--- config.mk ---
export PLATFORM = sky130hd
export DESIGN_NAME = servant_uart_rx
export DESIGN_NICKNAME = d
export VERILOG_FILES = /design/src/rtl/servant_uart_rx.sv
export SDC_FILE = /design/constraint.sdc
export NUM_CORES = 1
export LEC_CHECK = 0
export ABC_AREA = 1
export CAP_MARGIN = 20
export CORE_MARGIN = 5
export CORE_UTILIZATION = 35
export CTS_CLUSTER_DIAMETER = 30
export DETAILED_ROUTE_END_ITERATION = 10
export SLEW_MARGIN = 30
export SYNTH_ARGS = -nofsm -noshare
export SYNTH_HDL_FRONTEND = slang
export SYNTH_SLANG_ARGS = --single-unit
--- constraint.sdc ---
create_clock -name wb_clk -period 1.6 [get_ports wb_clk]
set_input_delay 0.32 -clock wb_clk [delete_from_list [all_inputs] [get_ports wb_clk]]
set_output_delay 0.32 -clock wb_clk [all_outputs]
set_load 0.03 [all_outputs]
--- src/rtl/servant_uart_rx.sv ---
// servant_uart_rx: 8N1 UART receiver with a valid/ready holding register and sticky error flags
module servant_uart_rx #(
  parameter int clks_per_bit = 556,
  parameter int sync_stages  = 2
) (
  input  logic       wb_clk,
  input  logic       wb_rst_n,
  input  logic       i_rx,
  output logic [7:0] o_data,
  output logic       o_valid,
  input  logic       i_ready,
  output logic       o_frame_err,
  output logic       o_overrun,
  output logic       o_busy,
  input  logic       i_clr_err
);
  localparam int CW = $clog2(clks_per_bit);
  localparam logic [CW-1:0] FULL = CW'(clks_per_bit - 1);
  localparam logic [CW-1:0] HALF = CW'((clks_per_bit - 1) / 2 - 1);
  typedef enum logic [2:0] {IDLE, START, DATA, STOP, WAIT_HIGH} state_t;
  state_t                 state_q;
  logic [CW-1:0]          cnt_q;
  logic [2:0]             bit_q;
  logic [7:0]             sh_q;
  logic [sync_stages-1:0] sync_q;
  logic                   rx_s;
  logic                   tick;
  // synchronized line and baud tick; the start state waits only to mid-bit
  always_comb begin
    rx_s = sync_q[sync_stages-1];
    tick = cnt_q == (state_q == START ? HALF : FULL);
  end
  // synchronizer, baud counter, frame FSM, holding register and sticky flags
  always_ff @(posedge wb_clk) begin
    if (!wb_rst_n) begin
      state_q     <= IDLE;
      cnt_q       <= '0;
      bit_q       <= '0;
      sh_q        <= '0;
      sync_q      <= '1;
      o_data      <= 8'h00;
      o_valid     <= 1'b0;
      o_frame_err <= 1'b0;
      o_overrun   <= 1'b0;
      o_busy      <= 1'b0;
    end else begin
      sync_q <= {sync_q[sync_stages-2:0], i_rx};
      cnt_q  <= tick ? '0 : cnt_q + 1'b1;
      if (o_valid && i_ready) o_valid <= 1'b0;
      if (i_clr_err) begin
        o_frame_err <= 1'b0;
        o_overrun   <= 1'b0;
      end
      case (state_q)
        IDLE: begin
          cnt_q <= '0;
          if (!rx_s) begin
            state_q <= START;
            o_busy  <= 1'b1;
          end
        end
        START: if (tick) begin
          if (rx_s) begin
            state_q <= IDLE;
            o_busy  <= 1'b0;
          end else begin
            state_q <= DATA;
            bit_q   <= '0;
          end
        end
        DATA: if (tick) begin
          sh_q  <= {rx_s, sh_q[7:1]};
          bit_q <= bit_q + 3'd1;
          if (bit_q == 3'd7) state_q <= STOP;
        end
        STOP: if (tick) begin
          if (!rx_s) begin
            o_frame_err <= 1'b1;
            state_q     <= WAIT_HIGH;
          end else begin
            if (!o_valid || i_ready) begin
              o_data  <= sh_q;
              o_valid <= 1'b1;
            end else begin
              o_overrun <= 1'b1;
            end
            state_q <= IDLE;
            o_busy  <= 1'b0;
          end
        end
        WAIT_HIGH: if (rx_s) begin
          state_q <= IDLE;
          o_busy  <= 1'b0;
        end
        default: begin
          state_q <= IDLE;
          o_busy  <= 1'b0;
        end
      endcase
    end
  end
endmodule

=== After elaboration in Yosys (flattened, before gate mapping) ===
Index checks and enable logic that the tools add are counted.

* Flip-flop bits (word level): 38
* Input bits: 5
* Output and inout bits: 12
* Logic and storage cells: 72

* $add $sub $neg: 2
* Eq/ne operators: 14
* Muxes and demuxes: 32
* Bitwise gates (word level): 2
* Reductions and logical operators: 12

{| class="wikitable"
|+ Operators with widths
! cell !! count
|-
| $mux 3 || 10
|-
| $mux 1 || 17
|-
| $pmux 3 s5 || 1
|-
| $ne 2x2->1 const B || 7
|-
| $add 10x1->10 const B || 1
|-
| $eq 10x10->1 || 1
|-
| $mux 10 || 1
|-
| $reduce_and 4->1 || 2
|-
| $eq 3x2->1 const B || 2
|-
| $eq 3x3->1 const B || 2
|-
| $pmux 3 s2 || 1
|-
| $reduce_and 6->1 || 1
|-
| $pmux 1 s4 || 1
|-
| $add 3x1->3 const B || 1
|-
| $eq 3x1->1 const B || 1
|-
| $logic_not 3->1 || 1
|-
| $reduce_and 3->1 || 1
|-
| $reduce_or 3->1 || 1
|-
| $mux 2 || 1
|-
| $ne 2x1->1 const B || 1
|-
| $not 1->1 || 2
|-
| $reduce_and 2->1 || 1
|-
| $reduce_bool 2->1 || 1
|-
| $reduce_or 2->1 || 1
|-
| 3 further kinds || 3
|}

=== Logic depth before layout (Yosys ltp) ===
* Depth after elaboration: 6
* Mapped depth: 11

=== Least setup slack after synthesis ===
OpenSTA, ideal clock, no wires.

* Path type: reg2reg
* Start point: reg cnt_q[0]
* End point: reg cnt_q[8]
* Library setup time: 118 ps
* Arrival time: 1217 ps
* Slack: 265 ps
* Cell stages (with the launch flop): 9
* Path buffers: 0
* Clock period less this slack: 1335 ps
* Cells stage by stage: dfxtp_1 > ha_1 > nand2_1 > inv_1 > nand2_1 > nor3_1 > nand3_1 > xor2_1 > nor2_1

* Cells in the longest elaborated chain, start to end: 2
* Elaborated cells on any way between the ends: 3
* Classes of those cells: 1 x add/sub; 1 x eq/ne; 1 x reduce/logical

{| class="wikitable"
|+ Ends and longest elaborated chain
! item !! RTL line !! source
|-
| start, declared || 22 || <nowiki>logic [CW-1:0] cnt_q;</nowiki>
|-
| start signal, assigned || 48 || <nowiki>cnt_q <= tick ? '0 : cnt_q + 1'b1;</nowiki>
|-
| branches (longest 2 deep; another with $add 10x1->10) || n/a ||
|}

Parallel ways; which one is timed is not known.
A chain may end at the register's enable or synchronous reset.

=== Final worst setup path ===
* Start point: reg cnt_q[1]
* End point: reg o_data[1]

* Cells in the longest elaborated chain, start to end: 2

{| class="wikitable"
|+ Ends and longest elaborated chain
! item !! RTL line !! source
|-
| $eq 10x10->1 || 31 || <nowiki>tick = cnt_q == (state_q == START ? HALF : FULL);</nowiki>
|-
| $reduce_and 4->1 (no source line) || n/a ||
|-
| end signal, assigned || 82 || <nowiki>o_data <= sh_q;</nowiki>
|-
| end, declared || 9 || <nowiki>output logic [7:0] o_data,</nowiki>
|}

Every way passes these cells.

==> results.yml <==
status:
  status: "complete, no violations"
cts:
  clockBufferDepth: 2
  cts.sinks: 38
  clk_pin_slew_ns: 0.08
  cts_hold_buf: 0
  clockRootBuffer: "clkbuf_8"
  cts_buffers: 5
  htree_levels: 2
  cts_tree: "built"
  clk_latency_ns: 0.29
yosys:
  yosys_warnings: 0
  synthArstFlopShare_pct: 0
  yosysMostFrequentCell: "nor2_1"
  synth_edf_count: 0
  yosysTopAreaCell: "dfxtp_1"
  synth_top_family_by_area: "simple AND/OR/NAND/NOR gates"
  synth-seq-area-share_pct: 43.3
  synth_cell_type_count: 26
  synth.area.top_cells: "dfxtp_1, nor2_1, nand2_1"
  yosys.area_share.simple_pct: 35.7
  netlist_area_mm2: 0.00176
  syn-num-nets: 251
  ys_seq_elements: 38
  yosys-top-cells-count: "nor2_1, nand2_1, dfxtp_1"
  syn_inst: 243
  synthXorXnorAreaFrac_pct: 1.99
  avgSynthCellArea_um2: 7.23
  synthAdderAreaFrac_pct: 2.14
  synth_mux_area_share_pct: 0
  synth_top_area_share_pct: 43.3
  ys.flop_type: "dfxtp_1"
  synth_compound_area_share_pct: 7.33
floorplanning:
  coreArea_mm2: 0.00479
  die_area_mm2: 0.00654
  initial_core_util_pct: 36.7
  rows: 25
  chipHeight_um: 80.9
  die_w_um: 80.9
  pin_count: 17
global_routing:
  antenna_found_initial: 0
  gr-total-overflow: 0
  grt_pass1_wl_mm: 5.87
  track_usage_pct: 11.4
  grt_max_degree: 19
  grt_pass1_vias: 1342
place:
  place.gp.congestion: 0.834
  dpl.hpwl_mm: 2.38
  port_buffers: 16
  placed_cells: 328
timing:
  rsz0062_at_grt: "yes"
  fin_crit_ns: 1.52
  worst_pin_slew_ns: 0.352
  hold_viol: 0
  skew_ns: 0.0102
  fin_crit_sh_pct: 95.3
  fmax_mhz: 656
  slew_headroom_pct: 76.5
  slew_viol_final: 0
  setup_viol: 0
finish:
  fin_util_pct: 46.6
  diodes: 0
  stdcell_count: 341
  final_nets: 281
  syn_to_final_growth_pct: 26.9
  drive_gt1_share_pct: 17.9
critical_path:
  crit_path_max_incr_delay_ns: 0.34
  cp_max_fo: 8
  worstPathRequired_ns: 1.83
  crit_path_top_delay_cell: "dfxtp_2"
  cp_cell_sequence: "inv_1 -> nand2_1 -> nor2_2 -> nand2_2 -> a21oi_4 -> nand4_4 -> nand2_1 -> nand2_1 -> nor2_1"
  crit_path_end_kind: "flop"
  start_kind: "flop"
  critPathKind: "reg -> reg"
  arrival_ns: 1.75
  worst_path_most_repeated_cell: "nand2_1"
power:
  ir_drop_v: 0.000672
  power_leakage_uw: 0.00104
  power_density_mw_per_mm2: 1310
hold_path:
  worstHoldPathType: "reg -> reg"
route:
  vias: 1491
  wl_per_cell_um: 10.5
  detail-route-antenna-nets: 0
  drt_pass1_iterations: 4
  via_per_inst: 4.37
  routed_wl_mm: 3.58
  drtIter0Drc: 99
  route.detailed.drc: 0
run:
  maxCapViolations: 0
-- logic make-up (layout without fill, tap and decap cells) --
| family | after synthesis | count (layout) |
|---|---|---|
| and+or+nand+nor | 137 | 139 |
| DFF | 38 | 38 |
| buffers and inverters | 38 | 67 |
| AOI/OAI and AO/OA | 23 | 23 |
| xor gates and xnor gates | 4 | 4 |
| adders and majority gates | 3 | 3 |
-- critical path, delay by kind of cell, from the launching register on --
kind / cells / cell delay [ns]
simple gates: 7 / 0.77
compound gates: 1 / 0.30
flops: 1 / 0.34
buf+inv: 1 / 0.05
-- layout make-up --
class | instances | area, µm²
timing repair buffer | 25 | 213
inverter | 34 | 128
multi-input combinational | 169 | 900
clock buffer | 5 | 68.8
tap | 67 | 83.8
sequential | 38 | 769
clock inverter | 3 | 68.8
fill | 491 | 2550
-- placed cells by master (no fill, tap or decap), drive strengths merged, types with 2 or more instances in the layout --
| cell | instances |
|---|---|
| nand4 | 4 |
| o21ai | 11 |
| dfxtp | 38 |
| nor2 | 63 |
| clkdlybuf4s50 | 4 |
| nor3 | 5 |
| xor2 | 3 |
| clkbuf | 5 |
| a21oi | 11 |
| ha | 3 |
| dlygate4sd2 | 12 |
| bufinv | 2 |
| nand3 | 11 |
| nand2 | 52 |
| buf | 9 |
| inv | 34 |
| or2 | 2 |
-- layer usage --
metal / share of wire (%) / track usage [%] / up-vias
met5: 0 / 0 / -
met1: 53 / 15.9 / 648
met2: 41 / 16.0 / 23
met4: 1.5 / 4.56 / 0
li1: - / - / 814
met3: 3.9 / 3.77 / 6
-- where the power goes --
| part | switching [µW] | total, µW | internal (µW) |
|---|---|---|---|
| clock | 350 | 974 | 625 |
| sequential | 69.9 | 1090 | 1020 |
| combinational | 568 | 866 | 298 |
| total | 988 | 2930 | 1940 |
-- sequential cells by signal, indices dropped and copies added, names as in the netlist --
| register | count |
|---|---|
| sh_q | 8 |
| o_valid | 1 |
| state_q | 3 |
| o_overrun | 1 |
| cnt_q | 10 |
| bit_q | 3 |
| sync_q | 2 |
| o_busy | 1 |
| o_frame_err | 1 |
| o_data | 8 |
-- timing repair --
action / CTS / global route
setup endpoints to repair: 12 / 21
setup buffers: 0 / 3
cloned: 0 / 2
pin swaps: 0 / 7
resized for setup: 12 / 22
-- through the flow --
step	hold WS, ns	TNS [ns]	total power (µW)	instance area, µm²	setup slack, ns
after CTS	0.419	0	2820	2130	0.0614
after global placement	0.395	0	1850	2010	0.0920
final	0.415	0	2930	2230	0.0754
after global routing	0.437	-0.0901	3130	2230	-0.0304
after detailed placement	0.402	0	1850	2010	0.0802
after floorplan	0.393	0	1700	1760	0.265
-- worst paths after layout --
kind,startpoint,endpoint,slack (ns),cells after the start
max,cnt_q[1]$_SDFF_PP0_,o_data[1]$_SDFFE_PN0P_,0.08,9
min,sync_q[0]$_SDFF_PN1_,sync_q[1]$_SDFF_PN1_,0.42,1
max reg2reg,cnt_q[1]$_SDFF_PP0_,o_data[1]$_SDFFE_PN0P_,0.08,9
min reg2reg,sync_q[0]$_SDFF_PN1_,sync_q[1]$_SDFF_PN1_,0.42,1
Power figures use the tool's default switching activity.
